[src/rtl/apb_fifo_pkg.sv]
// apb_fifo_pkg: register map, bit positions and reset values for apb_fifo_bridge
package apb_fifo_pkg;
  localparam logic [2:0] A_TXDATA = 3'd0;
  localparam logic [2:0] A_RXDATA = 3'd1;
  localparam logic [2:0] A_STATUS = 3'd2;
  localparam logic [2:0] A_CTRL = 3'd3;
  localparam logic [2:0] A_TXLVL = 3'd4;
  localparam logic [2:0] A_RXLVL = 3'd5;
  localparam logic [2:0] A_RX_THRESH = 3'd6;
  localparam logic [2:0] A_TX_THRESH = 3'd7;
  localparam int ST_TX_OVF = 4;
  localparam int ST_RX_UNF = 5;
  localparam int C_EN = 0;
  localparam int C_TX_FLUSH = 1;
  localparam int C_RX_FLUSH = 2;
  localparam int C_IRQ_RX_EN = 3;
  localparam int C_IRQ_TX_EN = 4;
  localparam logic [4:0] CTRL_RW_MASK = 5'b11001;
  localparam int RX_THRESH_RST = 1;
  localparam int TX_THRESH_RST = 0;
endpackage

[src/rtl/sync_fifo.sv]
// sync_fifo: single-clock FIFO with flush priority and registered level
module sync_fifo #(
  parameter int WIDTH = 8,
  parameter int DEPTH = 8
) (
  input logic clk,
  input logic rst,
  input logic push,
  input logic pop,
  input logic flush,
  input logic [WIDTH-1:0] wdata,
  output logic [WIDTH-1:0] rdata,
  output logic full,
  output logic empty,
  output logic [$clog2(DEPTH+1)-1:0] level
);
  localparam int PW = $clog2(DEPTH);
  localparam int LW = $clog2(DEPTH+1);
  logic [WIDTH-1:0] mem [DEPTH];
  logic [PW-1:0] wp, rp;
  logic do_push, do_pop;
  assign full = level == LW'(DEPTH);
  assign empty = level == '0;
  assign do_push = push & ~full & ~flush;
  assign do_pop = pop & ~empty & ~flush;
  assign rdata = mem[rp];
  always_ff @(posedge clk) begin
    if (do_push) mem[wp] <= wdata;
  end
  always_ff @(posedge clk) begin
    if (rst || flush) begin
      wp <= '0;
      rp <= '0;
      level <= '0;
    end else begin
      wp <= wp + PW'(do_push);
      rp <= rp + PW'(do_pop);
      level <= level + LW'(do_push) - LW'(do_pop);
    end
  end
endmodule

[src/rtl/apb_fifo_bridge.sv]
// apb_fifo_bridge: APB slave bridging registers to TX/RX streams through two sync FIFOs
module apb_fifo_bridge
  import apb_fifo_pkg::*;
#(
  parameter int DATA_WIDTH = 8,
  parameter int ADDR_WIDTH = 7,
  parameter int TX_DEPTH = 8,
  parameter int RX_DEPTH = 8
) (
  input logic PCLK,
  input logic PRESET,
  input logic PSELx,
  input logic PENABLE,
  input logic PWRITE,
  input logic [ADDR_WIDTH-1:0] PADDR,
  input logic [DATA_WIDTH-1:0] PWDATA,
  output logic [DATA_WIDTH-1:0] PRDATA,
  output logic PREADY,
  output logic PSLVERR,
  output logic [DATA_WIDTH-1:0] tx_data,
  output logic tx_valid,
  input logic tx_ready,
  input logic [DATA_WIDTH-1:0] rx_data,
  input logic rx_valid,
  output logic rx_ready,
  output logic irq
);
  localparam int TLW = $clog2(TX_DEPTH+1);
  localparam int RLW = $clog2(RX_DEPTH+1);
  logic access, hit, wr, rd, tx_push, tx_pop, rx_push, rx_pop, tx_flush, rx_flush;
  logic tx_full, tx_empty, rx_full, rx_empty, tx_ovf, rx_unf, tx_ovf_ev, rx_unf_ev;
  logic ctrl_wr, status_wr;
  logic [TLW-1:0] tx_level;
  logic [RLW-1:0] rx_level;
  logic [DATA_WIDTH-1:0] rx_head, rx_thresh, tx_thresh;
  logic [4:0] ctrl;
  logic [5:0] status;
  logic [2:0] a;
  assign access = PSELx & PENABLE;
  assign PREADY = access;
  assign a = PADDR[2:0];
  assign hit = (PADDR >> 3) == '0;
  assign wr = access & PWRITE & hit;
  assign rd = access & ~PWRITE & hit;
  assign ctrl_wr = wr & (a == A_CTRL);
  assign status_wr = wr & (a == A_STATUS);
  assign tx_push = wr & (a == A_TXDATA);
  assign rx_pop = rd & (a == A_RXDATA);
  assign tx_ovf_ev = tx_push & tx_full;
  assign rx_unf_ev = rx_pop & rx_empty;
  assign tx_flush = ctrl_wr & PWDATA[C_TX_FLUSH];
  assign rx_flush = ctrl_wr & PWDATA[C_RX_FLUSH];
  assign tx_valid = ctrl[C_EN] & ~tx_empty;
  assign rx_ready = ctrl[C_EN] & ~rx_full;
  assign tx_pop = tx_valid & tx_ready;
  assign rx_push = rx_valid & rx_ready;
  assign PSLVERR = access & (~hit | tx_ovf_ev | rx_unf_ev);
  assign status = {rx_unf, tx_ovf, rx_full, rx_empty, tx_full, tx_empty};
  sync_fifo #(.WIDTH(DATA_WIDTH), .DEPTH(TX_DEPTH)) u_tx (
    .clk(PCLK), .rst(PRESET), .push(tx_push), .pop(tx_pop), .flush(tx_flush),
    .wdata(PWDATA), .rdata(tx_data), .full(tx_full), .empty(tx_empty), .level(tx_level)
  );
  sync_fifo #(.WIDTH(DATA_WIDTH), .DEPTH(RX_DEPTH)) u_rx (
    .clk(PCLK), .rst(PRESET), .push(rx_push), .pop(rx_pop), .flush(rx_flush),
    .wdata(rx_data), .rdata(rx_head), .full(rx_full), .empty(rx_empty), .level(rx_level)
  );
  always_comb begin
    PRDATA = '0;
    if (rd) begin
      case (a)
        A_RXDATA: PRDATA = rx_empty ? '0 : rx_head;
        A_STATUS: PRDATA = DATA_WIDTH'(status);
        A_CTRL: PRDATA = DATA_WIDTH'(ctrl);
        A_TXLVL: PRDATA = DATA_WIDTH'(tx_level);
        A_RXLVL: PRDATA = DATA_WIDTH'(rx_level);
        A_RX_THRESH: PRDATA = rx_thresh;
        A_TX_THRESH: PRDATA = tx_thresh;
        default: PRDATA = '0;
      endcase
    end
  end
  always_ff @(posedge PCLK) begin
    if (PRESET) begin
      ctrl <= '0;
      rx_thresh <= DATA_WIDTH'(RX_THRESH_RST);
      tx_thresh <= DATA_WIDTH'(TX_THRESH_RST);
      tx_ovf <= 1'b0;
      rx_unf <= 1'b0;
      irq <= 1'b0;
    end else begin
      if (ctrl_wr) ctrl <= PWDATA[4:0] & CTRL_RW_MASK;
      if (wr && a == A_RX_THRESH) rx_thresh <= PWDATA;
      if (wr && a == A_TX_THRESH) tx_thresh <= PWDATA;
      tx_ovf <= tx_ovf_ev | (tx_ovf & ~(status_wr & PWDATA[ST_TX_OVF]));
      rx_unf <= rx_unf_ev | (rx_unf & ~(status_wr & PWDATA[ST_RX_UNF]));
      irq <= (ctrl[C_IRQ_RX_EN] & (rx_thresh != '0) & (DATA_WIDTH'(rx_level) >= rx_thresh))
           | (ctrl[C_IRQ_TX_EN] & (DATA_WIDTH'(tx_level) <= tx_thresh));
    end
  end
endmodule

[config.mk]
export PLATFORM = sky130hd
export DESIGN_NAME = apb_fifo_bridge
export DESIGN_NICKNAME = d
export VERILOG_FILES = /design/src/rtl/apb_fifo_pkg.sv /design/src/rtl/sync_fifo.sv /design/src/rtl/apb_fifo_bridge.sv
export SDC_FILE = /design/constraint.sdc
export NUM_CORES = 1
export LEC_CHECK = 0
export BUFFER_PORTS_ARGS = -buffer_cell sky130_fd_sc_hd__buf_2
export CORE_MARGIN = 3
export CORE_UTILIZATION = 60
export DETAILED_ROUTE_END_ITERATION = 8
export PLACE_DENSITY = 0.79
export SYNTH_ARGS = -nofsm -noshare
export SYNTH_HDL_FRONTEND = slang
export SYNTH_SLANG_ARGS = --single-unit
[constraint.sdc]
create_clock -name PCLK -period 3.9 [get_ports PCLK]
set_clock_uncertainty 0.1 [all_clocks]
set_input_delay 0.39 -clock PCLK [delete_from_list [all_inputs] [get_ports PCLK]]
set_output_delay 0.39 -clock PCLK [all_outputs]
set_load 0.01 [all_outputs]
==> flow_summary.json <==
{
  "layout-drive-gt1-share_pct": 26.9,
  "dr_total_vias": 4338,
  "first_pass_iters": 5,
  "cts_tree": "done",
  "netlist-cell-type-count": 49,
  "timing.fmax_mhz": 323,
  "ioPinCount": 51,
  "cp_max_fo": 8,
  "seqPwrFrac_pct": 53.4,
  "die_h_um": 117,
  "p_leak_nw": 2.94,
  "syn_area_um2": 7420,
  "hold_viol": 0,
  "numCtsBuffers": 17,
  "reg2reg_from": "u_tx.level[2]",
  "avgRoutedWirePerCell_um": 21.0,
  "crit_type": "register to output port",
  "seq_area_frac_synth_pct": 63.1,
  "grt_pass1_vias": 4248,
  "min_path_cells": 1,
  "cts_resized": 0,
  "power_density_nw_per_um2": 427,
  "synthesis.nets": 541,
  "rsz0062_at_grt": "false",
  "drt_iter0_markers": 367,
  "cts_hold_buf": 0,
  "clock_path_buffers": 2,
  "min_period_over_period_pct": 79.4,
  "clock_sinks": 170,
  "power_mw": 3.63,
  "hold_end": "u_rx.mem[7][1]",
  "place_congestion": 0.866,
  "cp-start-kind": "register",
  "fin_setup_tns_ns": 0,
  "grt_overflow": 0,
  "synthFlopType": "edfxtp_1",
  "setup_viol": 0,
  "clockPowerShare_pct": 44.6,
  "viasPerCell": 6.01,
  "p_int_mw": 2.90,
  "syn_to_final_growth_pct": 14.5,
  "arrival_ns": 2.61,
  "antenna_found_initial": 0,
  "drcViolationCount": 0,
  "outcome": "finished clean",
  "slew_viol_final": 0,
  "die-area_um2": 13700,
  "slew_headroom_pct": 42.8,
  "fin_cells": 722,
  "min_from": "rx_data[1]",
  "dp_cells": 690,
  "post_cts.repair.setup_buffers": 0,
  "initial_core_util_pct": 63.1,
  "grt_pass1_wl_um": 23700,
  "syn_inst": 481,
  "r2r_slack_ns": 1.30,
  "postSynth.asyncResetShare_pct": 0,
  "antenna_left": 0,
  "min_path_type": "primary input to register",
  "rows": 39,
  "synth_warnings": 0,
  "p_sw_share_pct": 20.1,
  "avgSynthCellArea_um2": 15.4,
  "grt_max_degree": 28,
  "cp.required_ns": 3.41,
  "layout_min_cycle_time_ns": 3.10,
  "pwr-share-comb_pct": 2.0,
  "clk_latency_ns": 0.42,
  "nNetsFinal": 605,
  "synth-edff-count": 128,
  "tightest_slew_ns": 0.855,
  "worstReg2RegEnd": "u_tx.mem[5][1]",
  "mostFrequentLayoutCells": "edfxtp_1, buf_2, dfxtp_1",
  "cts_root_buf": "clkbuf_16",
  "worstRegToRegCells": 7,
  "cap_violations": 0,
  "track_usage_pct": 23.9,
  "hpwl_um": 10100,
  "die_w_um": 117,
  "p_sw_mw": 0.729,
  "core_um2": 11800,
  "ctsHtreeMaxLevel": 4,
  "diodes": 0,
  "routed_wl_um": 15200,
  "fillers": 739,
  "cts.clk_slew.worst_paths_ns": 0.06,
  "end_kind": "output port",
  "layout_commonest_cell": "edfxtp_1",
  "vdd.ir_drop.worst_mv": 0.386,
  "ys_seq_elements": 170,
  "io_buffers": 50
}
-- power groups by stage --
stage               Clock (mW)  Sequential [mW]  Combinational [mW]
floorplan                    0             1.98              0.0286
global placement             0             1.98              0.0674
detailed placement           0             1.98              0.0712
CTS                       1.64             1.94              0.0715
global route              1.71             1.94              0.0795
finish                    1.62             1.94              0.0724
-- registers in the layout, summed over array words and instances, names as in the netlist --
register / count
ctrl: 3
u_tx.rp: 3
u_tx.level: 4
u_tx.wp: 3
tx_thresh: 8
tx_ovf: 1
irq: 1
u_tx.mem: 64
u_rx.level: 4
u_rx.rp: 3
u_rx.wp: 3
rx_thresh: 8
u_rx.mem: 64
rx_unf: 1
-- per-layer routing --
layer	vias up	track usage, %	routed length, um
li1	1969	-	-
met5	-	0	0
met4	0	5.58	99
met2	171	37.2	7360
met3	11	6.99	1090
met1	2187	33.8	6640
-- worst max-delay path by stage --
stage / to / cells past startpoint / startpoint
finish: PRDATA[6] / 5 / u_rx.rp[0]
global placement: u_rx.level[1] / 10 / PADDR[0]
detailed placement: u_rx.level[1] / 10 / PADDR[0]
CTS: PRDATA[6] / 5 / u_rx.rp[0]
floorplan: u_tx.level[2] / 12 / PADDR[4]
global route: PRDATA[6] / 5 / u_rx.rp[0]
-- per-stage QoR --
| step | instance area, um^2 | util [%] | hold slack (ns) | setup WS, ns |
|---|---|---|---|---|
| after floorplan | 7420 | - | 0.351 | 0.821 |
| after global placement | 7920 | 67.4 | 0.366 | 0.802 |
| after detailed placement | 7920 | 67.4 | 0.369 | 0.704 |
| after CTS | 8500 | 72.3 | 0.118 | 0.768 |
| after global routing | 8500 | 72.3 | 0.132 | 0.661 |
| final | 8500 | 72.3 | 0.143 | 0.805 |
-- final cells by class --
cell class                      count  area, um^2  area share, %
Timing Repair Buffer               65         363           4.27
Multi-Input combinational cell    267        2580           30.4
Clock inverter                     14         146           1.72
Inverter                           24        90.1           1.06
Tap cell                          164         205           2.41
Sequential cell                   170        4680           55.1
Clock buffer                       18         429           5.05
-- critical path, stage by stage (launching register included) --
cell and delay (ns):
dfxtp_1 0.63, buf_4 0.28, mux4_2 0.51, mux2i_1 0.34, o22ai_1 0.22, buf_2 0.19
-- synthesized netlist by cell type, types with 2 or more instances --
cell type / count / area share, %
o21ai_0: 6 / 0.40
o22ai_1: 6 / 0.51
inv_1: 23 / 1.2
a31oi_1: 2 / 0.17
nand4b_1: 2 / 0.24
fa_1: 2 / 0.54
clkbuf_1: 10 / 0.51
nand2_1: 16 / 0.81
nor4_4: 2 / 0.57
or3_1: 2 / 0.17
o211ai_1: 2 / 0.20
mux4_2: 35 / 11
a211oi_1: 2 / 0.20
xnor2_1: 7 / 0.83
nor3b_1: 3 / 0.30
mux2_2: 8 / 1.2
nor2_1: 37 / 1.9
nor4b_1: 5 / 0.59
a21o_1: 5 / 0.51
nor2b_1: 3 / 0.25
and3_1: 2 / 0.17
buf_1: 6 / 0.30
nand2b_1: 4 / 0.34
nor4_1: 3 / 0.25
ha_1: 28 / 4.7
edfxtp_1: 128 / 52
dfxtp_1: 42 / 11
nor3_1: 6 / 0.40
buf_2: 3 / 0.20
and2_1: 13 / 1.1
nand3_1: 9 / 0.61
mux2i_1: 33 / 4.4
a21oi_1: 10 / 0.67
-- kinds of logic (layout without fill, tap and decap cells) --
kind of cell / after synthesis / count (layout) / synth area share, %
compound gates: 37 / 37 / 3.22
xor+xnor: 8 / 8 / 0.944
fa+ha+maj: 30 / 30 / 5.26
buf+inv: 44 / 121 / 2.38
flops: 170 / 170 / 63.1
mux: 76 / 76 / 16.3
simple gates: 116 / 116 / 8.82
No activity file was read; power rests on OpenSTA's default activity.
